--- src/rtl/fetch_buffer_if.sv ---
// -----------------------------------------------------------------------------
// fetch_buffer_if
//   Instruction-bus bundle between the fetch buffer (master) and the
//   instruction memory / bus fabric (slave).
//
//   ibus_req_o    : read request from the fetch buffer
//   ibus_addr_o   : read address (the current fetch PC)
//   ibus_gnt_i    : request accepted this cycle
//   ibus_rvalid_i : read data valid, responses return in request order
//   ibus_rdata_i  : read data
// -----------------------------------------------------------------------------
interface fetch_buffer_if;
  logic        ibus_req_o;
  logic [31:0] ibus_addr_o;
  logic        ibus_gnt_i;
  logic        ibus_rvalid_i;
  logic [31:0] ibus_rdata_i;

  modport master (
    output ibus_req_o,
    output ibus_addr_o,
    input  ibus_gnt_i,
    input  ibus_rvalid_i,
    input  ibus_rdata_i
  );

  modport slave (
    input  ibus_req_o,
    input  ibus_addr_o,
    output ibus_gnt_i,
    output ibus_rvalid_i,
    output ibus_rdata_i
  );
endinterface

--- src/rtl/fetch_buffer.sv ---
// -----------------------------------------------------------------------------
// fetch_buffer
//   In-order instruction fetch queue between the PC stage and decode. Every
//   granted bus read allocates a slot tagged with its PC and prediction bit;
//   the slot is filled when the in-order read data returns and is handed to
//   decode over a valid/ready handshake. A redirect (flush_i) empties the
//   queue and remembers how many bus responses are still owed so that the
//   wrong-path data can be discarded when it arrives.
//
//   Parameters
//     DEPTH      queue entries (power of two, >= 2), also the outstanding cap
//     RESET_NOP  instruction presented while nothing is valid
//
//   Ports
//     clk, rst           core clock, synchronous active-high reset
//     pc_i               fetch address from the PC stage
//     predict_to_jump_i  PC stage predicted taken for pc_i
//     flush_i            redirect, discards all queued / in-flight fetches
//     hold_pc_o          PC must not advance (no fetch granted this cycle)
//     ibus               instruction bus (master side)
//     inst_valid_o       head instruction valid toward decode
//     inst_ready_i       decode accepts the head
//     inst_o             head instruction
//     inst_addr_o        head PC
//     inst_pred_o        head prediction bit
// -----------------------------------------------------------------------------
module fetch_buffer #(
  parameter int unsigned DEPTH     = 4,
  parameter logic [31:0] RESET_NOP = 32'h0000_0013
) (
  input  logic                  clk,
  input  logic                  rst,
  input  logic [31:0]           pc_i,
  input  logic                  predict_to_jump_i,
  input  logic                  flush_i,
  output logic                  hold_pc_o,
  fetch_buffer_if.master        ibus,
  output logic                  inst_valid_o,
  input  logic                  inst_ready_i,
  output logic [31:0]           inst_o,
  output logic [31:0]           inst_addr_o,
  output logic                  inst_pred_o
);

  localparam int unsigned AW = $clog2(DEPTH);

  // Pointers carry one extra wrap bit so full (difference == DEPTH) and
  // empty (difference == 0) are distinguishable without a separate counter.
  typedef logic [AW:0] ptr_t;

  localparam ptr_t PTR_ONE   = ptr_t'(1);
  localparam ptr_t PTR_DEPTH = ptr_t'(DEPTH);

  ptr_t r_alloc_ptr;
  ptr_t r_fill_ptr;
  ptr_t r_rd_ptr;
  ptr_t r_drop_cnt;   // responses still owed for flushed requests

  logic [31:0]      r_addr [DEPTH];
  logic [31:0]      r_inst [DEPTH];
  logic [DEPTH-1:0] r_pred;
  logic [DEPTH-1:0] r_filled;

  ptr_t          w_used;
  ptr_t          w_unfilled;
  ptr_t          w_owed;
  ptr_t          w_flush_drop;
  logic [AW-1:0] w_alloc_idx;
  logic [AW-1:0] w_fill_idx;
  logic [AW-1:0] w_head_idx;
  logic          w_req;
  logic          w_grant;
  logic          w_fill;
  logic          w_drop;
  logic          w_valid;
  logic          w_pop;

  assign w_used      = r_alloc_ptr - r_rd_ptr;
  assign w_unfilled  = r_alloc_ptr - r_fill_ptr;
  assign w_alloc_idx = r_alloc_ptr[AW-1:0];
  assign w_fill_idx  = r_fill_ptr[AW-1:0];
  assign w_head_idx  = r_rd_ptr[AW-1:0];

  // used + drop_cnt never exceeds DEPTH, so the sum fits in a pointer.
  assign w_req   = !rst && !flush_i && ((w_used + r_drop_cnt) < PTR_DEPTH);
  assign w_grant = w_req && ibus.ibus_gnt_i;

  // A response pays off a flushed request first; only when nothing is owed
  // does it fill the oldest unfilled slot. Data with nothing pending at all
  // is a protocol error and is ignored.
  assign w_drop = !flush_i && ibus.ibus_rvalid_i && (r_drop_cnt != '0);
  assign w_fill = !flush_i && ibus.ibus_rvalid_i && (r_drop_cnt == '0)
                  && (w_unfilled != '0);

  // On a redirect every unfilled slot becomes an owed response; the response
  // arriving in the flush cycle itself is consumed here.
  assign w_owed       = r_drop_cnt + w_unfilled;
  assign w_flush_drop = (ibus.ibus_rvalid_i && (w_owed != '0)) ? (w_owed - PTR_ONE)
                                                               : w_owed;

  assign w_valid = !flush_i && (w_used != '0) && r_filled[w_head_idx];
  assign w_pop   = w_valid && inst_ready_i;

  assign ibus.ibus_req_o  = w_req;
  assign ibus.ibus_addr_o = pc_i;
  assign hold_pc_o        = !w_grant;

  assign inst_valid_o = w_valid;
  assign inst_o       = w_valid ? r_inst[w_head_idx] : RESET_NOP;
  assign inst_addr_o  = w_valid ? r_addr[w_head_idx] : 32'h0;
  assign inst_pred_o  = w_valid && r_pred[w_head_idx];

  // NOTE: state uses non-blocking assignments so every register samples the
  // pre-edge values; the grant/fill/pop updates below rely on that.
  always_ff @(posedge clk) begin
    if (rst) begin
      r_alloc_ptr <= '0;
      r_fill_ptr  <= '0;
      r_rd_ptr    <= '0;
      r_drop_cnt  <= '0;
      r_filled    <= '0;
    end else if (flush_i) begin
      // No grant (req is low) and no pop (valid is low) in a flush cycle.
      r_fill_ptr <= r_alloc_ptr;
      r_rd_ptr   <= r_alloc_ptr;
      r_drop_cnt <= w_flush_drop;
    end else begin
      // Alloc and fill never hit the same slot: they coincide only when the
      // queue is fully unfilled, and then req is low.
      if (w_grant) begin
        r_alloc_ptr           <= r_alloc_ptr + PTR_ONE;
        r_filled[w_alloc_idx] <= 1'b0;
      end
      if (w_fill) begin
        r_fill_ptr           <= r_fill_ptr + PTR_ONE;
        r_filled[w_fill_idx] <= 1'b1;
      end
      if (w_pop) begin
        r_rd_ptr <= r_rd_ptr + PTR_ONE;
      end
      if (w_drop) begin
        r_drop_cnt <= r_drop_cnt - PTR_ONE;
      end
    end
  end

  // NOTE: the payload RAM has no reset; a slot is only read after its filled
  // bit is set, and those bits are cleared on allocation and on reset.
  always_ff @(posedge clk) begin
    if (w_grant) begin
      r_addr[w_alloc_idx] <= pc_i;
      r_pred[w_alloc_idx] <= predict_to_jump_i;
    end
    if (w_fill) begin
      r_inst[w_fill_idx] <= ibus.ibus_rdata_i;
    end
  end

`ifdef __DEBUG__
  // Sticky flag: read data arrived with no request outstanding.
  logic r_proto_err;
  always_ff @(posedge clk) begin
    if (rst) begin
      r_proto_err <= 1'b0;
    end else if (ibus.ibus_rvalid_i && (r_drop_cnt == '0) && (w_unfilled == '0)) begin
      r_proto_err <= 1'b1;
    end
  end
`endif

endmodule
--- src/flat_wrapper.sv ---
// flat-port wrapper written by rule: the top's interface ports become plain ports
module fetch_buffer_flat 
#(
  parameter int unsigned DEPTH     = 4,
  parameter logic [31:0] RESET_NOP = 32'h0000_0013
)
  (clk, rst, pc_i, predict_to_jump_i, flush_i, hold_pc_o, inst_valid_o, inst_ready_i, inst_o, inst_addr_o, inst_pred_o, ibus_ibus_req_o, ibus_ibus_addr_o, ibus_ibus_gnt_i, ibus_ibus_rvalid_i, ibus_ibus_rdata_i);
  fetch_buffer_if ibus_i ();
  input  logic clk;
  input  logic rst;
  input  logic [31:0] pc_i;
  input  logic predict_to_jump_i;
  input  logic flush_i;
  output logic hold_pc_o;
  output logic inst_valid_o;
  input  logic inst_ready_i;
  output logic [31:0] inst_o;
  output logic [31:0] inst_addr_o;
  output logic inst_pred_o;
  output wire logic [$bits(ibus_i.ibus_req_o)-1:0] ibus_ibus_req_o;
  output wire logic [$bits(ibus_i.ibus_addr_o)-1:0] ibus_ibus_addr_o;
  input wire logic [$bits(ibus_i.ibus_gnt_i)-1:0] ibus_ibus_gnt_i;
  input wire logic [$bits(ibus_i.ibus_rvalid_i)-1:0] ibus_ibus_rvalid_i;
  input wire logic [$bits(ibus_i.ibus_rdata_i)-1:0] ibus_ibus_rdata_i;
  assign ibus_ibus_req_o = ibus_i.ibus_req_o;
  assign ibus_ibus_addr_o = ibus_i.ibus_addr_o;
  assign ibus_i.ibus_gnt_i = ibus_ibus_gnt_i;
  assign ibus_i.ibus_rvalid_i = ibus_ibus_rvalid_i;
  assign ibus_i.ibus_rdata_i = ibus_ibus_rdata_i;
  fetch_buffer #(.DEPTH(DEPTH), .RESET_NOP(RESET_NOP)) u_core (.clk(clk), .rst(rst), .pc_i(pc_i), .predict_to_jump_i(predict_to_jump_i), .flush_i(flush_i), .hold_pc_o(hold_pc_o), .ibus(ibus_i), .inst_valid_o(inst_valid_o), .inst_ready_i(inst_ready_i), .inst_o(inst_o), .inst_addr_o(inst_addr_o), .inst_pred_o(inst_pred_o));
endmodule
--- config.mk ---
export PLATFORM = sky130hd
export DESIGN_NAME = fetch_buffer_flat
export DESIGN_NICKNAME = d
export VERILOG_FILES = /design/src/rtl/fetch_buffer_if.sv /design/src/rtl/fetch_buffer.sv /design/src/flat_wrapper.sv
export SDC_FILE = /design/constraint.sdc
export NUM_CORES = 1
export LEC_CHECK = 0
export CORE_MARGIN = 2
export CORE_UTILIZATION = 54
export DETAILED_ROUTE_END_ITERATION = 6
export PLACE_DENSITY = 0.8
export SETUP_SLACK_MARGIN = 0.05
export SYNTH_ARGS = -nofsm -noshare
export SYNTH_HDL_FRONTEND = slang
export SYNTH_SLANG_ARGS = --single-unit
export TNS_END_PERCENT = 20
--- constraint.sdc ---
create_clock -name clk -period 5.2 [get_ports clk]
set_input_delay 1.04 -clock clk [delete_from_list [all_inputs] [get_ports clk]]
set_output_delay 1.04 -clock clk [all_outputs]
set_load 0.02 [all_outputs]
-- Word-level counts from Yosys, hierarchy flattened
Memory sizes are Yosys's and may differ from the RTL's. A register that Yosys moved wholly into a read port is not among the register bits.
Index checks and enable logic that the tools add are counted.
- input port bits: 71
- bits in latches: 0
- register bits after elaboration: 20
- memory bits (read-only): 0
- memories kept: 2
- logic and storage cells: 83
- memory bits (writable): 256
- memories (memory ; depth ; bits a word ; rd ports ; clocked after memory_dff ; wr ports ; RTL line ; text):
    u_core.r_addr ; 4 ; 32 ; 1 ; 1 ; 1 ; fetch_buffer.sv:59 ; logic [31:0] r_addr [DEPTH];
    u_core.r_inst ; 4 ; 32 ; 1 ; 1 ; 1 ; fetch_buffer.sv:60 ; logic [31:0] r_inst [DEPTH];
- multipliers: 0
- reductions and logical operators: 26
- div/mod/pow operators: 0
- muxes and demuxes: 30
- bitwise logic cells: 4
- order comparisons: 6
- shifts and indexed selects: 0
- equality and inequality tests: 0
- $add $sub $neg: 9
- operator list (cell ; number):
    32-bit two-way mux ; 2
    3-bit two-way mux ; 7
    4-bit two-way mux ; 4
    1-bit logical AND ; 14
    3-bit nonzero test ; 4
    3-bit by 1-bit adder with 3-bit output, second input constant ; 3
    2-bit by 3-bit less-than comparator with 1-bit output, second input constant ; 3
    1-bit two-way mux ; 8
    2-bit two-way mux ; 4
    3-bit adder ; 2
    2-bit nonzero test ; 3
    3-bit by 1-bit subtractor with 3-bit output, second input constant ; 2
    3-bit subtractor ; 2
    4-bit bitwise AND ; 1
    1-bit binary-select mux with 2-bit select ; 2
    4-bit bitwise mux ; 1
    1-bit demux with 2-bit select ; 2
    2-bit by 1-bit greater-or-equal comparator with 1-bit output, second input constant ; 2
    4-bit NOT ; 1
    4-bit OR ; 1
    1-bit logical NOT ; 3
    3-bit logical NOT ; 1
    3-bit less-than comparator, second input constant ; 1
    2-bit AND reduction ; 1
    1-bit NOT ; 1

-- Depth between registers and ports, before layout
Gate-level depths: netlist of the first run.
- depth after elaboration: 11
- depth in mapped cells: 12
- depth with buffers taken out: 12

-- Worst setup path before layout of the first run
Ideal clock, no wire load.
- path type: flip-flop to flip-flop
- from: reg u_core.r_alloc_ptr[0]
- to: mem u_core.r_addr[3][0] (enable)
- slack: 1505 ps
- setup time: 426 ps
- clock period less this slack: 3695 ps
- stages on the path, launching flop included: 9
- arrival: 3269 ps
- buffers on the path: 0
- cells stage by stage: dfxtp_1 -> inv_1 -> ha_1 -> inv_1 -> fa_1 -> ha_1 -> a31oi_1 -> xor2_1 -> nor2_1
- longest elaborated chain between the ends: 7
- ends and longest elaborated chain (item ; RTL line ; text):
    start, declared ; fetch_buffer.sv:54 ; ptr_t r_alloc_ptr;
    start signal, assigned ; fetch_buffer.sv:131 ; r_alloc_ptr <= r_alloc_ptr + PTR_ONE;
    3-bit subtractor ; fetch_buffer.sv:78 ; assign w_used = r_alloc_ptr - r_rd_ptr;
    3-bit adder ; fetch_buffer.sv:85 ; assign w_req = !rst && !flush_i && ((w_used + r_drop_cnt) < PTR_DEPTH);
    3-bit less-than comparator ; fetch_buffer.sv:85 ;
    1-bit logical AND ; fetch_buffer.sv:85 ;
    1-bit logical AND ; fetch_buffer.sv:86 ; assign w_grant = w_req && ibus.ibus_gnt_i;
    1-bit two-way mux ; fetch_buffer.sv:150 ; if (w_grant) begin
    1-bit two-way mux (not written as such) ; fetch_buffer.sv:151 ; r_addr[w_alloc_idx] <= pc_i;
    end, declared ; fetch_buffer.sv:59 ;
Parallel ways exist; a longest one is shown, timed or not.

-- Worst setup path after layout of the first run
- from: reg u_core.r_alloc_ptr[0]
- to: out inst_addr_o[29]
- longest elaborated chain between the ends: 5
- ends and longest elaborated chain (item ; RTL line ; text):
    3-bit subtractor ; fetch_buffer.sv:78 ;
    3-bit nonzero test ; fetch_buffer.sv:101 ; assign w_valid = !flush_i && (w_used != '0) && r_filled[w_head_idx];
    1-bit logical AND (2 in series) ; fetch_buffer.sv:101 ;
    32-bit two-way mux ; fetch_buffer.sv:110 ; assign inst_addr_o = w_valid ? r_addr[w_head_idx] : 32'h0;
    end, declared ; flat_wrapper.sv:18 ; output logic [31:0] inst_addr_o;
No other way between the ends.

==> results of run 1 <==
-- where the power goes --
part	internal, mW	switching, mW	total, mW
Clock	1.14	0.783	1.93
Sequential	2.55	0.0750	2.63
Combinational	0.351	0.365	0.716
-- synth_stat cells, types with 2 or more instances --
cell,n
a21boi_0,4
a31o_2,2
ha_1,17
xnor2_1,7
edfxtp_1,260
o21ai_2,3
and3_1,66
nor2_1,7
xor2_1,3
o21ai_0,4
o21a_1,3
mux2i_1,2
clkbuf_1,22
a211oi_1,4
buf_4,32
nand2b_1,2
inv_1,19
dfxtp_1,18
a21oi_1,5
nand3_1,2
mux4_2,66
nand2_1,14
fa_1,3
or3_1,4
and3_2,3
buf_2,8
-- cells in the final DEF, fill, tap and decap left out, drive strengths merged --
cell             n
clkinv          16
clkbuf          28
bufinv           4
nor2b            1
o21ai            7
xor3             1
nor3             1
o2bb2ai          1
nand2b           2
and3            69
a31oi            2
clkdlybuf4s50  170
ha              17
o21a             3
nand2           14
fa               3
a31o             2
nand3            2
nand3b           1
xnor3            1
buf             10
edfxtp         260
mux4            66
clkinvlp         2
a21oi            5
a211oi           4
inv             19
xnor2            8
o311a            1
a21boi           4
nor2             7
dfxtp           18
nand4            1
or3              4
mux2i            2
xor2             3
o311ai           1
-- per-stage QoR --
| step | setup slack (ns) | hold WS, ns |
|---|---|---|
| after floorplan | 1.50 | 0.436 |
| after global placement | 0.701 | 0.453 |
| after detailed placement | 0.607 | 0.455 |
| after CTS | 0.316 | 0.463 |
| after global routing | 0.143 | 0.482 |
| final | 0.349 | 0.457 |
-- per-layer routing --
metal  GRT usage  share of wire
met5           0              0
met4      0.0533          0.017
met2       0.368           0.53
met1       0.274           0.39
met3      0.0281          0.056
-- logic make-up (layout without fill, tap and decap cells) --
family / count (synthesis) / in the layout
muxes: 68 / 68
DFF: 278 / 278
buffers and inverters: 82 / 249
AOI/OAI and AO/OA: 30 / 30
adders and majority gates: 20 / 20
xor gates and xnor gates: 13 / 13
and+or+nand+nor: 102 / 102
-- sequential cells by signal, indices dropped and copies added (netlist names), named ones only --
signal,count
u_core.r_rd_ptr,3
u_core.r_alloc_ptr,3
u_core.r_filled,4
u_core.r_addr,128
u_core.r_inst,128
u_core.r_pred,4
u_core.r_fill_ptr,3
u_core.r_drop_cnt,3
-- how the worst max path moves through the flow --
stage,startpoint,to,slack [ns],cells after the start
2_1_floorplan,u_core.r_alloc_ptr[0],u_core.r_addr[3][0],1.50,8
3_3_place_gp,flush_i,inst_addr_o[3],0.70,5
3_5_place_dp,flush_i,inst_addr_o[12],0.61,5
4_1_cts,u_core.r_alloc_ptr[0],inst_addr_o[29],0.32,9
5_1_grt,u_core.r_alloc_ptr[0],inst_addr_o[29],0.14,9
6_report,u_core.r_alloc_ptr[0],inst_addr_o[29],0.35,9
-- cell type report --
class,instances,area (sq um)
inverters,20,75.1
multi-input cells,233,2750
fillers,1387,6800
clock inverters,21,208
flip-flops and latches,278,8180
clock buffers,28,679
well taps,275,344
repair buffers,180,1790
-- worst register-to-register path, cell delays in order, from the launching register on --
cell     delay [ns]
dfxtp_1        0.40
inv_1          0.14
ha_1           0.20
inv_1          0.06
fa_1           0.42
ha_1           0.29
a31oi_1        0.27
xnor2_1        0.22
and3_2         0.89
==> summary.md, run 1 <==
| Metric | Value |
|---|---|
| Crit path max fanout | 27 |
| Buffers on Ports | 170 |
| Critical path's slowest cell | clkdlybuf4s50_1 |
| Fin crit share | 0.933 |
| Vias post-DR | 5903 |
| Placed cells | 986 |
| Area grow syn2layout | 23.6% |
| Relative slew slack | 0.322 |
| Synth Area in Adders | 0.0240 |
| Critical Path Source Type | flop |
| Main synth FF type | edfxtp_1 |
| Sum of buffers and inverters on the critical path | 4 |
| Unrepaired setup endpoints after global routing | false |
| CTS tree | built |
| Hold Crit Depth | 2 |
| Via count of the first global-routing pass | 6281 |
| Ys async rst share | 0 |
| Setup bufs post-CTS | 0 |
| ANT cells | 0 |
| Worst hold path type | flop to flop |
| DIE AREA | 22200 sq um |
| Core Region | 20800 sq um |
| Power Total | 5.27 mW |
| Largest net degree at the start of global routing | 65 |
| Peak Freq | 206 MHz |
| Maximum clock insertion buffer count | 3 |
| Ports | 171 |
| Setup crit end kind | output port |
| Clock-pin slew on the worst setup and hold paths | 0.07 ns |
| Final Setup Violations | 0 |
| Final Hold Fails | 0 |
| GRT Residual Overflow | 0 |
| Worst path cell trace | inv_1 -> ha_1 -> inv_1 -> fa_1 -> xnor3_2 -> o21a_2 -> buf_4 -> and3_1 -> clkdlybuf4s50_1 |
| Final Max Slew Viols | 0 |
| Largest area contributor in the netlist | edfxtp_1 |
| Root Driver | clkbuf_16 |
| Cell Area, Placed | 13100 sq um |
| Initial Utilization | 0.545 |
| Worst vdd ir | 0.369 mV |
| Flop2flop setup slack | 1.88 ns |
| Die width | 149 um |
| Status | finished clean |
| Final Non-Filler Cells | 1035 |
| Num Clock Sinks | 278 |
| #FFs+latches synth | 278 |
| Mapped Area | 11300 sq um |
| Reg2reg end | u_core.r_addr[0][26] |
| CTS H-tree lvls | 1 |
| Drt drc | 0 |
| Area share of and/or/nand/nor cells after synthesis | 0.0517 |
| HPWL Detailed | 14.0 mm |
| DR iter-0 viols | 354 |
| Final setup TNS | 0 ns |
| Min Clock Period, post-route | 4.85 ns |
| WP data arrival | 3.81 ns |
| Xor/xnor share of the synthesized area | 0.0133 |
| Critical path class | flop to output port |
| Cell count after synthesis | 593 |
| Compound-Gate Fraction of Synth Area | 0.0200 |
| CP top delay family | buffers and inverters |
| Mux cell area share after synthesis | 0.133 |
| PD cells | 376 nW/um^2 |
| Initial antenna violation count | 0 |
| Largest family of logic cells by synthesized area | multiplexers |
| Nets@finish | 831 |
| Synth Net Count | 684 |
| Placer Congestion | 0.808 |
| Antenna viol nets, final | 0 |
| Hold EP | u_core.r_filled[2] |
| Post-DR wirelength/cell | 21.9 um |
| Fin util | 0.673 |
| R2r startpoint | u_core.r_alloc_ptr[0] |
| Avg Cell Area, Syn | 19.1 sq um |
| CP required | 4.16 ns |
| Netlist cell types | 39 |
| Reported max-cap violation count | 0 |
| Largest cells by area after synthesis | edfxtp_1, mux4_2, and3_1, dfxtp_1, buf_4 |
| First-pass GRT wire length | 35.1 mm |
| Clk_lat worst skew | 0.52 ns |
| CP peak stage delay | 0.62 ns |
| Hold path start | u_core.r_filled[2] |
| Cts hold-fix bufs | 0 |
| Post-synth EDFFs | 260 |
| Fin Clk Skew | 0.0199 ns |
| Least-Margin Pin Slew | 1.02 ns |
| Layout cells sized above 1 | 0.174 |
| Initial DRT Pass Iterations | 4 |
| Tot GR Track Use | 0.207 |
| Crit-path most repeated cell | inv_1 |
| Die Ht | 149 um |
| DR vias/cell | 5.70 |
| LEAKAGE | 4.80 nW |
| Routed Wire Length | 22.7 mm |
| Top-area cell type share of the netlist area | 0.688 |
| YS warnings | 0 |
| Core Rows | 53 |
| Seq/Total Area, Yosys | 0.720 |
| Cts repair resizes | 0 |
| FF-to-FF path depth | 8 |
| Num CTS Buffers | 27 |
| Final non-filler cell area | 14000 sq um |
(Power assumes the default switching activity.)
==> run 2: changes to the inputs <==
--- a/config.mk
+++ b/config.mk
@@ -5,6 +5,7 @@
 export SDC_FILE = /design/constraint.sdc
 export NUM_CORES = 1
 export LEC_CHECK = 0
+export CAP_MARGIN = 20
 export CORE_MARGIN = 2
 export CORE_UTILIZATION = 54
 export DETAILED_ROUTE_END_ITERATION = 6
==> results of run 2 <==
The final DEF is identical to that of run 1; final timing and power are the same.
==> run 3: changes to the inputs <==
--- a/config.mk
+++ b/config.mk
@@ -10,7 +10,7 @@
 export CORE_UTILIZATION = 54
 export DETAILED_ROUTE_END_ITERATION = 6
 export PLACE_DENSITY = 0.8
-export SETUP_SLACK_MARGIN = 0.05
+export SETUP_SLACK_MARGIN = 0.4
 export SYNTH_ARGS = -nofsm -noshare
 export SYNTH_HDL_FRONTEND = slang
 export SYNTH_SLANG_ARGS = --single-unit
==> constraint.sdc (replaced) <==
create_clock -name clk -period 5.2 [get_ports clk]
set_input_delay 1.04 -clock clk [delete_from_list [all_inputs] [get_ports clk]]
set_output_delay 1.04 -clock clk [all_outputs]
set_load 0.005 [all_outputs]
==> run 3 against run 2 <==
Total power down 0.16%. Highest routed layer unchanged. Final cell count about the same. Register-to-register slack got worse by 0.16 ns. Via count up 1.5%. First-iteration DRC count rose by 9.3%. Combinational power fell by 3.4%. Worst setup slack better by 0.25 ns. Non-clock buffer count is 1 lower. Global-route usage is 0.18 points lower. Sequential cell count is the same. Largest power group unchanged. Count of clock-buffer cells in the layout is 5 higher. Sequential share of layout area down 0.18 points.
==> summary.md, run 3 (synthesized netlist as in run 1, its figures left out) <==
| Metric | Value |
|---|---|
| Cell Area, Placed | 13100 sq um |
| Initial antenna violation count | 0 |
| HPWL Detailed | 13.8 mm |
| Placed cells | 985 |
| LEAKAGE | 4.81 nW |
| Setup crit end kind | output port |
| Num Clock Sinks | 278 |
| Critical path class | flop to output port |
| First-pass GRT wire length | 34.9 mm |
| Final Hold Fails | 0 |
| Reported max-cap violation count | 0 |
| Maximum clock insertion buffer count | 3 |
| Post-DR wirelength/cell | 22.1 um |
| Clock-pin slew on the worst setup and hold paths | 0.06 ns |
| Root Driver | clkbuf_16 |
| Num CTS Buffers | 28 |
| Core Region | 20800 sq um |
| DR iter-0 viols | 387 |
| Initial DRT Pass Iterations | 5 |
| Final Setup Violations | 0 |
| Initial Utilization | 0.545 |
| Routed Wire Length | 22.9 mm |
| Most common cell after layout, fill and taps aside | edfxtp_1 |
| Biggest registers after layout | u_core.r_addr: 128 flops, u_core.r_inst: 128 flops |
| Comb pwr share | 0.132 |
| Via count of the first global-routing pass | 6354 |
| Peak Freq | 217 MHz |
| CP peak stage delay | 0.52 ns |
| CP required | 4.16 ns |
| Vias post-DR | 5992 |
| Ports | 171 |
| Final setup TNS | 0 ns |
| CP top delay family | buffers and inverters |
| ANT cells | 0 |
| Final WS setup | 0.598 ns |
| Min Clock Period, post-route | 4.60 ns |
| Reg power frac | 0.499 |
| Crit-path most repeated cell | inv_1 |
| Layout cells sized above 1 | 0.173 |
| Fin util | 0.676 |
| Drt drc | 0 |
| CTS H-tree lvls | 1 |
| DIE AREA | 22200 sq um |
| Sw Ratio | 0.228 |
| Final Max Slew Viols | 0 |
| Least-Margin Pin Slew | 1.02 ns |
| Internal | 4.06 mW |
| Fin crit share | 0.885 |
| Worst vdd ir | 0.242 mV |
| GRT Residual Overflow | 0 |
| Status | finished clean |
| Worst path cell trace | inv_1 -> ha_1 -> inv_1 -> fa_1 -> xnor3_2 -> o21a_4 -> buf_4 -> and3_1 -> clkdlybuf4s50_1 |
| Fillcell total | 1338 |
| WP data arrival | 3.56 ns |
| Nets@finish | 832 |
| Hold Slack | 0.471 ns |
| Die Ht | 149 um |
| Tot GR Track Use | 0.206 |
| Critical path's slowest cell | clkdlybuf4s50_1 |
| Die width | 149 um |
| Fin Clk Skew | 0.0105 ns |
| Cts hold-fix bufs | 0 |
| Clk network pwr share | 0.369 |
| Relative slew slack | 0.317 |
| Power Total | 5.26 mW |
| Sum of buffers and inverters on the critical path | 4 |
| Crit path max fanout | 28 |
| Clk_lat worst skew | 0.53 ns |
| CTS tree | built |
| Final non-filler cell area | 14100 sq um |
| Placer Congestion | 0.882 |
| Buffers on Ports | 170 |
| Commonest cells after routing, fill and taps aside | edfxtp_1, clkdlybuf4s50_1, mux4_2, and3_1, clkbuf_16 |
| Area grow syn2layout | 23.9% |
| Final Non-Filler Cells | 1036 |
| Worst hold path type | flop to flop |
| Largest net degree at the start of global routing | 65 |
| Unrepaired setup endpoints after global routing | false |
| Setup bufs post-CTS | 0 |
| Net Switching | 1.20 mW |
| Antenna viol nets, final | 0 |
| Pre-CTS WS | 0.783 ns |
| PD cells | 374 nW/um^2 |
| DR vias/cell | 5.78 |
| Core Rows | 53 |
| Critical Path Source Type | flop |
## run 3: cell count changes in the layout (fill, tap and decap cells not counted), sizes merged
cell	previous run	this run
clkbuf	28	33
clkinv	16	13
buf	10	9
bufinv	4	3
o21a	3	4
## run 3: area by class of cell
type                    instances  area (sq um)  share of cell area
well taps                     275           344              0.0245
multi-input cells             234          2770               0.197
repair buffers                179          1800               0.128
flip-flops and latches        278          8180               0.581
clock inverters                17           161              0.0115
inverters                      20          75.1             0.00534
clock buffers                  33           741              0.0527
## run 3: per-layer routing
layer  global-route usage  share of wire  vias up
met5                    0              0        -
met1                0.277           0.41     3087
met2                0.349           0.51      224
met4               0.0657          0.027        0
met3               0.0333          0.058       47
li1                     -              -     2634
## run 3: final timing paths
check / slack, ns / depth (start not counted) / to / from
worst max-delay path: 0.60 / 9 / inst_addr_o[24] / u_core.r_alloc_ptr[0]
worst min register to register: 0.47 / 2 / u_core.r_filled[2] / u_core.r_filled[2]
worst min-delay path: 0.47 / 2 / u_core.r_filled[2] / u_core.r_filled[2]
worst max register to register: 1.72 / 8 / u_core.r_addr[2][31] / u_core.r_alloc_ptr[0]
## run 3: power groups by stage
stage	logic, mW	clock network (mW)	registers [mW]
global placement	0.649	0	2.66
detailed placement	0.680	0	2.67
global route	0.764	2.06	2.63
floorplan	0.463	0	2.63
CTS	0.686	1.98	2.62
finish	0.692	1.94	2.62
## run 3: worst reg2reg max path: stages, from the launching register on
cell and delay (ns):
dfxtp_1 0.35, inv_1 0.20, ha_1 0.19, inv_1 0.05, fa_1 0.38, xnor3_2 0.47
xnor2_2 0.19, xnor2_1 0.30, and3_2 0.93
## run 3: timing repair
item	in CTS	in global routing
endpoints found under the setup margin	28	5
gates resized for setup	1	0
pin swaps	0	1
cloned	0	1
==> RTL change 1, RTL diff (config.mk and constraints of run 3) <==
`DEPTH` is set to 4 in 2 places; all go to 8.
--- a/src/rtl/fetch_buffer.sv
+++ b/src/rtl/fetch_buffer.sv
@@ -27,3 +27,3 @@
 module fetch_buffer #(
-  parameter int unsigned DEPTH     = 4,
+  parameter int unsigned DEPTH     = 8,
   parameter logic [31:0] RESET_NOP = 32'h0000_0013
--- a/src/flat_wrapper.sv
+++ b/src/flat_wrapper.sv
@@ -3,3 +3,3 @@
 #(
-  parameter int unsigned DEPTH     = 4,
+  parameter int unsigned DEPTH     = 8,
   parameter logic [31:0] RESET_NOP = 32'h0000_0013
Check against the original RTL: no difference found for any inputs over 4 cycles, from zero or initial values and one cycle with rst high; that may be too few to reach the edited logic, so the function may still have changed.
==> RTL change 1 against run 3 <==
  * Worst setup slack worse by 0.038 ns
  * Combinational power grew 42%
  * Total power grew 87%
  * Area after synthesis is 92% higher
  * Sequential cell count rose by 269
  * Cell area up 84%
  * Largest cell class unchanged
  * Clock power increased by 98%
  * Die area rose by 89%
  * Clock skew decreased by 0.00068 ns
  * Wire length increased by 95%
==> RTL change 1: results (changes against run 3) <==
Post-synth EDFFs: 520 (+100%)
Hold Startpoint: u_core.r_filled[7]$_SDFFE_PP0N_
Reg2reg setup slack: 1.48 ns (-0.24 ns)
Largest regs: u_core.r_addr x256, u_core.r_inst x256
Num CTS Buffers: 53 (+89%)
Post-detail-place hpwl: 24240 microns (+76%)
Result of the run: finished, final reports clean
Synthesized netlist cell count: 1084 (+83%)
Leak: 0.008093 uW (+68%)
Via/cell ratio: 6.009 (+3.9%)
Peak VDD IR: 0.2823 mV (+16%)
Logic gate share of total power: 0.100 (-0.032)
Met3 Use GR: 0.03404 (+0.0007106)
DRT iter0 DRCs: 879 (+130%)
Finished Layout Cells: 1822 (+76%)
Placed inst area: 24080 sq um (+83%)
Worst Path Max Fanout: 7 (-75%)
Synth top area cells: edfxtp_1 72%, mux4_2 14%, mux2i_1 3.1%
Worst-Margin Slew: 1.155 ns (+0.1307 ns)
Worst EP arrival: 3.60 ns (+0.04 ns)
Synth top cells by count: 520 x edfxtp_1, 132 x mux4_2, 69 x nor2_1
GR Layer Usage met2: 0.3697 (+0.02107)
CP peak stage delay: 0.45 ns (-0.07 ns)
Top sig layer: met5
Number of H-tree levels: 2 (+1)
Yosys cell types: 50 (+28%)
Number of global-route vias before repair: 11575 (+82%)
Layout cell share with drive strength beyond 1: 0.2068 (+0.03333)
M1 GR Usage: 0.2976 (+0.02053)
WHS Endpoint: u_core.r_filled[7]$_SDFFE_PP0N_
Sequential cell power: 5000 uW (+91%)
## RTL change 1: changes by cell type in the layout (fill, tap and decap cells not counted), moves of 7 or more
cell and delta:
buf_4 +17, nand2_1 +12, clkinv_1 +9, nor3_2 +7
clkbuf_16 +24, nand3_1 +11, mux4_2 +66, nor2_1 +58
and3_1 -63, edfxtp_1 +260, mux2i_1 +65
## RTL change 1: stage by stage
stage	setup WS (ns)	hold slack (ns)	setup TNS, ns
after floorplan	-0.9571	0.4452	-68.90
after global placement	0.6589	0.4609	0
after detailed placement	0.6297	0.4746	0
after CTS	0.4024	0.4834	0
after global routing	0.3956	0.5132	0
final	0.5604	0.4844	0
## RTL change 1: cells by family (layout without fill, tap and decap cells)
family,after synthesis,in the layout,share of synthesized area
AOI/OAI and AO/OA,50,50,0.01602
muxes,199,199,0.1672
other,0,1,0
and+or+nand+nor,148,148,0.03118
xor gates and xnor gates,13,13,0.006202
DFF,547,547,0.7415
adders and majority gates,20,20,0.01252
buffers and inverters,107,319,0.02538
## RTL change 1: area by class of cell
class / instances / area, sq um
timing repair buffer: 200 / 2002
clock inverter: 36 / 391.6
tap: 525 / 656.9
fill: 2676 / 13960
sequential: 547 / 16170
antenna: 1 / 2.502
clock buffer: 60 / 1353
multi-input combinational: 430 / 5196
inverter: 23 / 86.33
## RTL change 1: worst reg2reg max path: stages, from the launching register on
cell,delay (ns)
dfxtp_2,0.36
inv_2,0.10
ha_1,0.16
inv_1,0.05
fa_1,0.38
xor2_1,0.21
ha_1,0.27
a21oi_1,0.17
o31ai_2,0.10
xnor2_1,0.16
xnor3_2,0.33
buf_4,0.21
nor4b_4,0.27
buf_4,0.56
## RTL change 1: timing repair
action / in CTS / in global routing
buffers inserted: 3 / 0
setup endpoints to repair: 5 / 5
resized for setup: 2 / 5
==> RTL change 2, RTL diff (settings of run 3) <==
Without the edit above. Register the output `inst_pred_o`, with the module's reset; this adds one clock of latency there. The other outputs are not delayed to match.
--- a/src/rtl/fetch_buffer.sv
+++ b/src/rtl/fetch_buffer.sv
@@ -110,3 +110,9 @@
   assign inst_addr_o  = w_valid ? r_addr[w_head_idx] : 32'h0;
-  assign inst_pred_o  = w_valid && r_pred[w_head_idx];
+  always_ff @(posedge clk) begin
+    if (rst) begin
+      inst_pred_o <= '0;
+    end else begin
+      inst_pred_o <= w_valid && r_pred[w_head_idx];
+    end
+  end
 
Formal check against the unedited RTL: not equivalent (Yosys sat finds a counterexample within 4 cycles, from zero or initial values and one cycle with rst high).
==> RTL change 2 against run 3 <==
  * Sequential power about the same
  * Worst setup slack improved by 0.063 ns
  * Hold slack better by 0.045 ns
  * Wire length fell by 5.5%
  * Sequential cell count is 1 higher
  * Total power decreased by 2.2%
  * Area after synthesis is 0.34% higher
  * Cell area fell by 0.32%
  * Critical path type unchanged
==> RTL change 2: results (changes against run 3) <==
Result of the run: finished, final reports clean
Seq/Total Area, Yosys: 0.7190 (about the same)
Synth top area cells: edfxtp_1 69%, mux4_2 13%, and2_1 3.4%
Placed inst area: 13160 sq um (about the same)
DRT iter0 DRCs: 427 (+10%)
Peak VDD IR: 0.2870 mV (+18%)
Layout cell share with drive strength beyond 1: 0.1664 (-0.007009)
Antenna diode count: 0 (unchanged)
CTS root buf: clkbuf_16
Hold Fails Final Rpt: 0 (unchanged)
Syn Nets: 676 (-1.2%)
CP top delay family: buffers and inverters
Slew headroom: 0.3698 (+0.05288)
Asr flop ratio synth: 0 (unchanged)
CP peak stage delay: 0.54 ns (+0.02 ns)
Setup-failing EPs final: 0 (unchanged)
Leak: 0.004576 uW (-4.8%)
Largest regs: u_core.r_addr x128, u_core.r_inst x128
Worst Path Max Fanout: 63 (+130%)
Worst hold path cell count: 2 (unchanged)
Global-route wire length before repair: 33350 microns (-4.5%)
Fin Clk Skew: 0.01528 ns (+0.004827 ns)
WL final: 21680 microns (-5.5%)
Vias post-DR: 5723 (-4.5%)
Num CTS Buffers: 27 (-3.6%)
Final net count: 828 (-0.48%)
Max clock buf depth: 3 (unchanged)
Hold WC Path Type: reg2reg
Fillers: 1357 (+1.4%)
Synth top cells by count: 260 x edfxtp_1, 66 x mux4_2, 62 x and2_1
Post-detail-place hpwl: 13540 microns (-1.8%)
Number of global-route vias before repair: 6005 (-5.5%)
Input/output buffers: 170 (unchanged)
GP Congestion: 0.8718 (-1.1%)
Avg Cell Area, Syn: 19.47 sq um (+1.7%)
Worst EP arrival: 3.50 ns (-0.06 ns)
Multi-input logic area: 2736 sq um (-1.1%)
Yosys cell types: 44 (+13%)
Dpl cells: 983 (-0.20%)
Worst Reg-to-Reg Cells: 10 (+2)
Slowest-stage cell, CP: clkdlybuf4s50_1
Avg WL per Cell: 21.01 microns (-5.1%)
Tot GR Track Use: 0.1960 (-0.009741)
## RTL change 2: report_power, final
part	total [uW]	internal, uW	switching [uW]
clock	1880	1110	777
sequential	2620	2550	67.0
combinational	644	332	313
## RTL change 2: cell families (layout without fill, tap and decap cells)
logic type / after synthesis / in the layout / synth area share
and+or+nand+nor: 96 / 96 / 0.04889
xor gates and xnor gates: 13 / 13 / 0.01340
buffers and inverters: 80 / 252 / 0.04175
DFF: 279 / 279 / 0.7190
adders and majority gates: 20 / 20 / 0.02395
muxes: 68 / 68 / 0.1323
AOI/OAI and AO/OA: 29 / 29 / 0.02076
## RTL change 2: worst paths after layout
path / start / to / slack [ns]
worst max-delay path: u_core.r_rd_ptr[0]$_SDFFE_PP0N_ / inst_addr_o[5] / 0.66
worst min-delay path: u_core.r_filled[3]$_SDFFE_PP0N_ / u_core.r_filled[3]$_SDFFE_PP0N_ / 0.52
worst max register to register: u_core.r_alloc_ptr[0]$_SDFFE_PP0P_ / u_core.r_addr[2][8]$_DFFE_PP_ / 1.72
worst min register to register: u_core.r_filled[3]$_SDFFE_PP0N_ / u_core.r_filled[3]$_SDFFE_PP0N_ / 0.52
## RTL change 2: cell type report
cell class | count | share of cell area
clock buffers | 34 | 0.05006
clock inverters | 15 | 0.01124
inverters | 25 | 0.007050
multi-input cells | 226 | 0.1952
flip-flops and latches | 279 | 0.5845
well taps | 275 | 0.02454
repair buffers | 178 | 0.1274
## RTL change 2: worst min-delay path, delay by kind of cell (launching register included)
family	cells	cell delay [ns]
AO/OA/AOI/OAI	2	0.15
flip-flops	1	0.32
## RTL change 2: repair_timing
item / in CTS / in global routing
setup endpoints to repair: 0 / 1
resized for setup: 0 / 1
setup buffers: 0 / 0
hold buffers: 0 / 0
## RTL change 2: metrics by stage
stage / worst slack [ns] / hold slack [ns]
2_1_floorplan: 1.443 / 0.4509
3_3_place_gp: 0.9325 / 0.4764
3_5_place_dp: 0.9038 / 0.4907
4_1_cts: 0.5004 / 0.5008
5_1_grt: 0.5002 / 0.5369
6_report: 0.6612 / 0.5162
## RTL change 2: routing by layer
layer | part of all wire | vias to the layer above | track usage
met1 | 0.40 | 2956 | 0.2611
li1 | - | 2561 | -
met4 | 0.013 | 0 | 0.03810
met2 | 0.53 | 178 | 0.3468
met5 | 0 | - | 0
met3 | 0.058 | 28 | 0.03211
